$ cat config.mk
export PLATFORM = sky130hd
export DESIGN_NAME = key_event_arbiter_flat
export DESIGN_NICKNAME = d
export VERILOG_FILES = /design/src/rtl/key_event_arbiter_if.sv /design/src/rtl/key_event_arbiter.sv /design/src/flat_wrapper.sv
export SDC_FILE = /design/constraint.sdc
export NUM_CORES = 1
export LEC_CHECK = 0
export BUFFER_PORTS_ARGS = -buffer_cell sky130_fd_sc_hd__buf_2
export CORE_ASPECT_RATIO = 0.75
export CORE_MARGIN = 2
export CORE_UTILIZATION = 51
export DETAILED_ROUTE_END_ITERATION = 12
export GPL_TIMING_DRIVEN = 0
export PLACE_DENSITY = 0.72
export RECOVER_POWER = 100
export SYNTH_ARGS = -nofsm -noshare
export SYNTH_HDL_FRONTEND = slang
export SYNTH_SLANG_ARGS = --single-unit
$ cat constraint.sdc
create_clock -name clk -period 4 [get_ports clk]
set_clock_uncertainty 0.05 [all_clocks]
set_input_delay 0.6 -clock clk [delete_from_list [all_inputs] [get_ports clk]]
set_output_delay 0.6 -clock clk [all_outputs]
set_load 0.01 [all_outputs]
$ cat src/rtl/key_event_arbiter_if.sv
// Registered key-event stream: producer drives the event fields and valid,
// consumer drives ready.
interface key_event_arbiter_if;
    logic       ev_valid;
    logic       ev_press;
    logic [8:0] ev_code;
    logic [1:0] ev_src;
    logic       ev_ready;

    modport master (output ev_valid, ev_press, ev_code, ev_src, input ev_ready);
    modport slave  (input ev_valid, ev_press, ev_code, ev_src, output ev_ready);
endinterface

$ cat src/rtl/key_event_arbiter.sv
// Merges the PS/2 key input and two joystick change scanners into one
// round-robin arbitrated, registered key event stream with backpressure.
module key_event_arbiter #(
    parameter int unsigned JOY_BITS = 8
) (
    input  logic                  clk,
    input  logic                  reset_n,
    input  logic [10:0]           ps2_key,
    input  logic [JOY_BITS-1:0]   joystick1,
    input  logic [JOY_BITS-1:0]   joystick2,
    input  logic [1:0]            cfg_joystick1,
    input  logic [1:0]            cfg_joystick2,
    key_event_arbiter_if.master   ev,
    output logic                  overrun,
    input  logic                  overrun_clr
);

    typedef enum logic [1:0] {
        SRC_PS2  = 2'd0,
        SRC_JOY1 = 2'd1,
        SRC_JOY2 = 2'd2
    } src_e;

    // Joystick bit -> PS/2 set-2 code; bit 8 marks an extended (E0) code.
    function automatic logic [8:0] joy_code(input logic [1:0] mode, input logic [2:0] idx);
        logic [8:0] c;
        c = '0;
        case (mode)
            2'b01: case (idx)
                3'd0: c = 9'h03d; 3'd1: c = 9'h036; 3'd2: c = 9'h03e; 3'd3: c = 9'h046;
                3'd4: c = 9'h045; 3'd5: c = 9'h03a; 3'd6: c = 9'h031; default: c = 9'h032;
            endcase
            2'b10: case (idx)
                3'd0: c = 9'h01e; 3'd1: c = 9'h016; 3'd2: c = 9'h026; 3'd3: c = 9'h025;
                3'd4: c = 9'h02e; 3'd5: c = 9'h01a; 3'd6: c = 9'h022; default: c = 9'h021;
            endcase
            2'b11: case (idx)
                3'd0: c = 9'h174; 3'd1: c = 9'h16b; 3'd2: c = 9'h172; 3'd3: c = 9'h175;
                3'd4: c = 9'h05a; 3'd5: c = 9'h00d; 3'd6: c = 9'h029; default: c = 9'h076;
            endcase
            default: c = '0;
        endcase
        return c;
    endfunction

    function automatic logic [2:0] lowest_diff(input logic [JOY_BITS-1:0] d);
        logic [2:0] idx;
        idx = '0;
        for (int unsigned i = JOY_BITS; i > 0; i--)
            if (d[i-1]) idx = 3'(i - 1);
        return idx;
    endfunction

    logic                tog_r;
    logic                slot_full;
    logic                slot_press;
    logic [8:0]          slot_code;
    logic [JOY_BITS-1:0] joys_r1, joys_r2;
    src_e                rr;

    logic [2:0]          cand1, cand2;
    logic [2:0]          req;
    logic                can_grant, grant, ps2_new, ps2_lost;
    logic [1:0]          s;
    src_e                win;
    logic                g_press;
    logic [8:0]          g_code;

    always_comb begin
        cand1    = lowest_diff(joystick1 ^ joys_r1);
        cand2    = lowest_diff(joystick2 ^ joys_r2);
        req[0]   = slot_full;
        req[1]   = (cfg_joystick1 != 2'b00) && (joystick1 != joys_r1);
        req[2]   = (cfg_joystick2 != 2'b00) && (joystick2 != joys_r2);
        ps2_new  = ps2_key[10] ^ tog_r;

        can_grant = !ev.ev_valid || ev.ev_ready;
        grant     = 1'b0;
        win       = rr;
        s         = '0;
        // Search starts one past the last winner and wraps modulo 3.
        for (int unsigned k = 1; k <= 3; k++) begin
            s = 2'((32'(rr) + k) % 3);
            if (!grant && can_grant && req[s]) begin
                grant = 1'b1;
                win   = src_e'(s);
            end
        end

        case (win)
            SRC_JOY1: begin g_press = joystick1[cand1]; g_code = joy_code(cfg_joystick1, cand1); end
            SRC_JOY2: begin g_press = joystick2[cand2]; g_code = joy_code(cfg_joystick2, cand2); end
            default:  begin g_press = slot_press;       g_code = slot_code;                       end
        endcase

        // A slot freed by this cycle's grant can take the new event.
        ps2_lost = ps2_new && slot_full && !(grant && win == SRC_PS2);
    end

    always_ff @(posedge clk or negedge reset_n) begin
        if (!reset_n) begin
            tog_r       <= 1'b0;
            slot_full   <= 1'b0;
            slot_press  <= 1'b0;
            slot_code   <= '0;
            joys_r1     <= '0;
            joys_r2     <= '0;
            rr          <= SRC_PS2;
            overrun     <= 1'b0;
            ev.ev_valid <= 1'b0;
            ev.ev_press <= 1'b0;
            ev.ev_code  <= '0;
            ev.ev_src   <= '0;
        end else begin
            tog_r <= ps2_key[10];

            if (ps2_new && !ps2_lost) begin
                slot_full  <= 1'b1;
                slot_press <= ps2_key[9];
                slot_code  <= ps2_key[8:0];
            end else if (grant && win == SRC_PS2) begin
                slot_full  <= 1'b0;
            end

            if (ps2_lost)
                overrun <= 1'b1;
            else if (overrun_clr)
                overrun <= 1'b0;

            if (cfg_joystick1 == 2'b00)
                joys_r1 <= joystick1;
            else if (grant && win == SRC_JOY1)
                joys_r1[cand1] <= joystick1[cand1];

            if (cfg_joystick2 == 2'b00)
                joys_r2 <= joystick2;
            else if (grant && win == SRC_JOY2)
                joys_r2[cand2] <= joystick2[cand2];

            if (grant) begin
                rr          <= win;
                ev.ev_valid <= 1'b1;
                ev.ev_press <= g_press;
                ev.ev_code  <= g_code;
                ev.ev_src   <= win;
            end else if (ev.ev_ready) begin
                ev.ev_valid <= 1'b0;
            end
        end
    end

endmodule

$ cat src/flat_wrapper.sv
// flat-port wrapper written by rule: the top's interface ports become plain ports
module key_event_arbiter_flat 
#(
    parameter int unsigned JOY_BITS = 8
)
  (clk, reset_n, ps2_key, joystick1, joystick2, cfg_joystick1, cfg_joystick2, overrun, overrun_clr, ev_ev_valid, ev_ev_press, ev_ev_code, ev_ev_src, ev_ev_ready);
  key_event_arbiter_if ev_i ();
  input  logic clk;
  input  logic reset_n;
  input  logic [10:0] ps2_key;
  input  logic [JOY_BITS-1:0] joystick1;
  input  logic [JOY_BITS-1:0] joystick2;
  input  logic [1:0] cfg_joystick1;
  input  logic [1:0] cfg_joystick2;
  output logic overrun;
  input  logic overrun_clr;
  output wire logic [$bits(ev_i.ev_valid)-1:0] ev_ev_valid;
  output wire logic [$bits(ev_i.ev_press)-1:0] ev_ev_press;
  output wire logic [$bits(ev_i.ev_code)-1:0] ev_ev_code;
  output wire logic [$bits(ev_i.ev_src)-1:0] ev_ev_src;
  input wire logic [$bits(ev_i.ev_ready)-1:0] ev_ev_ready;
  assign ev_ev_valid = ev_i.ev_valid;
  assign ev_ev_press = ev_i.ev_press;
  assign ev_ev_code = ev_i.ev_code;
  assign ev_ev_src = ev_i.ev_src;
  assign ev_i.ev_ready = ev_ev_ready;
  key_event_arbiter #(.JOY_BITS(JOY_BITS)) u_core (.clk(clk), .reset_n(reset_n), .ps2_key(ps2_key), .joystick1(joystick1), .joystick2(joystick2), .cfg_joystick1(cfg_joystick1), .cfg_joystick2(cfg_joystick2), .ev(ev_i), .overrun(overrun), .overrun_clr(overrun_clr));
endmodule
======== After elaboration in Yosys (flattened, before gate mapping) ========
Index checks and enable logic that the tools add are counted.
word-level totals
  output and inout bits ................... 14
  word-level logic and storage cells ...... 140
  bits of input ports ..................... 35
  register bits after elaboration ......... 42
cells by class
  order comparisons ....................... 7
  eq/ne operators ......................... 22
  $add $sub $neg .......................... 3
  mux-type cells .......................... 58
  div/mod/pow operators ................... 3
  reductions and logical operators ........ 33
  bitwise gates (word level) .............. 3
operators with widths
  cell                   number
  $pmux 9 s7             2
  $pmux 7 s7             2
  $mod 32x2->32 const B  3
  $pmux 6 s7             2
  $pmux 9 s3             2
  $mux 3                 16
  $mux 8                 4
  $eq 3x3->1 const B     6
  $pmux 9 s2             1
  $bwmux 8               2
  $mux 1                 16
  $ne 8x8->1             2
  $xor 8x8->8            2
  $logic_and 1x1->1      15
  $reduce_bool 2->1      7
  $eq 3x2->1 const B     4
  $eq 2x2->1 const B     5
  $lt 2x3->1 const B     3
  $lt 3x4->1 const B     2
  $add 2x2->3 const B    2
  $bmux 1 s2             3
  $bmux 1 s3             2
  $demux 1 s3            2
  $eq 2x1->1 const B     3
  other kinds (10)       21

======== Longest topological paths before layout ========
  depth after elaboration ................. 21
  gate-level depth with buffers ........... 18
  mapped depth without buffers ............ 17

======== Worst setup path after synthesis ========
No wires, ideal clock.
  kind .................................... input to register
  start ................................... input port joystick2[7]
  end ..................................... register u_core.ev.ev_code[3]
  arrival time ............................ 3728 ps
  buffers on the path ..................... 4
  stages .................................. 16
  setup slack ............................. 145 ps
  data required time ...................... 3873 ps
  cells stage by stage .................... xnor2_1 or4b_4 o2111ai_1 o311ai_1 o31a_1 buf_6 buf_2 buf_2 o21ai_1 ha_1 clkbuf_1 nand2_1 a31oi_1 o31ai_1 a32o_1 a21oi_1
between the ends
  cells in the longest elaborated chain, start to end .. 16
  elaborated cells on any way between the ends .. 44
  classes of those cells .................. eq/ne (9); mux (25); bitwise (1); reduce/logical (9)
RTL lines
  what                                                 RTL line                    RTL
  start, declared                                      flat_wrapper.sv:12          input logic [JOY_BITS-1:0] joystick2;
  branches (longest 16 deep; another with $pmux 9 s7)  -
  end signal, assigned                                 key_event_arbiter.sv:144    ev.ev_code <= g_code;
  end, declared                                        key_event_arbiter_if.sv:10  modport master (output ev_valid, ev_press, ev_code, ev_src, input ev_ready);
Parallel ways; which one is timed is not known. The select of a mux whose other input is x is not followed.
A chain may end at the register's enable or synchronous reset.

======== Worst setup path after layout ========
  start ................................... register u_core.joys_r2[7]
  end ..................................... register u_core.ev.ev_code[3]
between the ends
  cells in the longest elaborated chain, start to end .. 16
  elaborated cells on any way between the ends .. 44
  classes of those cells .................. eq/ne (9); mux (25); bitwise (1); reduce/logical (9)
RTL lines
  what                                                 RTL line                  RTL
  start, declared                                      key_event_arbiter.sv:58   logic [JOY_BITS-1:0] joys_r1, joys_r2;
  start signal, assigned                               key_event_arbiter.sv:136  joys_r2 <= joystick2;
  start signal, assigned by index                      key_event_arbiter.sv:138  joys_r2[cand2] <= joystick2[cand2];
  branches (longest 16 deep; another with $pmux 9 s7)  -
Parallel ways; which one is timed is not known. The select of a mux whose other input is x is not followed.

==> metrics.yaml <==
drtAntennaViolNets: 0
hold_viol: 0
ys_seq_elements: 42
fillCellCount: 613
fin_crit_sh_pct: 96.7
crit_slowest_cell: "or4b_4"
post-place-ws_ns: -0.874
die-width_um: 98.1
antenna_found_initial: 0
clock_path_buffers: 2
port_buffers: 47
nets: 510
endpoint_kind: "register"
ios: 49
layout_common_cells: "nand2_1, dfrtp_1, nor2_1"
yosys_most_used_dff: "dfrtp_1"
synth-edff-count: 0
relSlewSlack_pct: -50.4
grt_pass1_vias: 3065
fp.dieH_um: 74.6
yosysUniqueCellTypes: 63
rsz0062_at_grt: "false"
synth_nets: 450
core_um2: 6350
final_max_slew_viol_count: 43
final_common_cell: "nand2_1"
rows: 25
setup_viol_count_final: 0
clk_pin_slew_ns: 0.10
startpoint_type: "register"
fmax_ghz: 0.259
p_leak_uw: 0.00161
tightest_slew_ns: 2.26
cts_htree_levels: 2
slowest_delay_ns: 0.55
syn_avg_cell_area_um2: 8.27
fin_util_pct: 62.0
p_per_area_nw_per_um2: 1010
worstSkewPairLatency_ns: 0.32
drc_errors: 0
path_class: "reg -> reg"
cts_root_buffer: "clkbuf_8"
vdd_drop_max_mv: 0.486
grt_pass1_wl_um: 15700
start_util_pct: 53.4
finalPower_uw: 3980
syn_area_um2: 3390
track_usage_pct: 27.0
num_antenna_cells: 0
cap_violations: 1
final.setup.worst_slack_ns: 0.133
crit_chain: "xnor2_2 > or4b_4 > o2111ai_4 > o311ai_4 > o31a_1 > buf_6 > buf_4 > buf_4 > o21ai_4 > ha_4 > buf_6 > nand2_1 > a31oi_1 > o31ai_1 > a32o_1 > a21oi_1"
wl_per_cell_um: 17.7
status: "complete, but fails checks"
required_ns: 4.19
worstPathMaxFanout: 10
drt-initial-drc-count: 364
cts_tree: "done"
yosysWarnings: 0
synthesis.instances: 410
dieArea_um2: 7320
grt_max_degree: 43
vias: 3428
numCtsBuffers: 5
overflow: 0
drt_first_pass_iters: 6
wirelength_um: 9790
cts_hold_buf: 0
tns_ns: 0
area_growth_pct: 16.2
via_per_inst: 6.21
dp_hpwl_um: 7400
drive_gt1_share_pct: 17.2
cp.arrival_ns: 4.06
async_reset_ff_share_pct: 100
synth_seq_area_share_pct: 31.0
violations: "capacitance limit, slew limit"
period_minus_slack_ns: 3.87
cts.sinks: 42
min_path_type: "in -> reg"
gp_congestion: 1.06
-- Yosys cell counts (5+ instances only) --
| master | n | area, µm² |
|---|---|---|
| clkbuf_1 | 15 | 56.3 |
| dfrtp_1 | 42 | 1050 |
| nor3_1 | 6 | 30.0 |
| mux2_4 | 10 | 150 |
| o2111ai_1 | 6 | 52.6 |
| o21ai_0 | 34 | 170 |
| nand4_1 | 10 | 62.6 |
| a211oi_1 | 10 | 75.1 |
| nand3_1 | 16 | 80.1 |
| a21oi_1 | 18 | 90.1 |
| nand2_1 | 48 | 180 |
| xor2_1 | 11 | 96.3 |
| o211ai_1 | 8 | 60.1 |
| nor2_1 | 34 | 128 |
| o22ai_1 | 5 | 31.3 |
| ha_1 | 5 | 62.6 |
| xnor2_1 | 17 | 149 |
| mux2i_1 | 10 | 100 |
| o31ai_1 | 6 | 45.0 |
| and2_1 | 5 | 31.3 |
| a31oi_1 | 5 | 31.3 |
| inv_1 | 9 | 33.8 |
| and3_1 | 7 | 43.8 |
-- cells by family (layout without fill, tap and decap cells) --
kind of cell	count (synthesis)	in the layout	share of synthesized area, %
AO/OA/AOI/OAI	130	130	25.9
AND/OR/NAND/NOR	150	150	21.4
multiplexers	24	24	8.71
XOR/XNOR	28	28	7.23
flip-flops	42	42	31.0
adder cells (fa/ha/maj)	5	5	1.85
buffers and inverters	31	92	3.95
-- layer usage --
metal / global-route usage (%) / up-vias / wire length, µm
li1: - / 1655 / -
met1: 39.9 / 1588 / 4770
met2: 39.3 / 165 / 4030
met3: 6.58 / 20 / 820
met4: 8.07 / 0 / 169
met5: 0 / - / 0
-- where the power goes --
part / total (µW) / switching [µW] / internal [µW]
Clock: 307 / 181 / 126
Combinational: 2920 / 1760 / 1160
Sequential: 757 / 140 / 617
-- per-stage QoR --
step	instance area, µm²	instances	hold WS [ns]
floorplan	3390	410	0.254
global route	3940	552	0.365
finish	3940	552	0.361
CTS	3920	549	0.352
global placement	3730	538	0.416
detailed placement	3730	538	0.425
-- final timing paths --
kind,start,endpoint,slack [ns],depth (start not counted)
min reg2reg,u_core.ev.ev_code[4],u_core.ev.ev_code[4],0.44,2
max,u_core.joys_r2[7],u_core.ev.ev_code[3],0.13,16
min,ps2_key[10],u_core.tog_r,0.36,1
min in group asynchronous,reset_n,u_core.slot_full,0.89,1
max reg2reg,u_core.joys_r2[7],u_core.ev.ev_code[3],0.13,16
max in group asynchronous,reset_n,u_core.ev.ev_code[1],1.72,1
-- critical path, delay by kind of cell, from the launching register on --
family,cells,cell delay [ns]
AO/OA/AOI/OAI,8,1.54
XOR/XNOR,1,0.26
adder cells (fa/ha/maj),1,0.17
buffers and inverters,4,0.66
flip-flops,1,0.42
AND/OR/NAND/NOR,2,0.67
-- final cells by class --
class / instances / area (µm²) / share of cell area, %
inverter: 11 / 45.0 / 1.14
timing repair buffer: 54 / 268 / 6.80
sequential: 42 / 1050 / 26.7
buffer: 19 / 100 / 2.54
multi-input combinational: 337 / 2280 / 57.9
clock inverter: 3 / 25.0 / 0.635
tap: 81 / 101 / 2.57
clock buffer: 5 / 68.8 / 1.75
-- registers in the layout, summed over array words and instances, names as in the netlist --
signal,cells
u_core.slot_press,1
u_core.ev.ev_press,1
u_core.ev.ev_code,9
u_core.overrun,1
u_core.joys_r1,8
u_core.ev.ev_valid,1
u_core.slot_code,9
u_core.joys_r2,8
u_core.ev.ev_src,2
u_core.tog_r,1
u_core.slot_full,1
-- repair_timing --
action	CTS	global route
resized for setup	17	15
pin swaps	2	3
endpoints found under the setup margin	23	10
hold endpoints to repair	0	0
setup buffers	3	4
No activity file was read; power rests on OpenSTA's default activity.
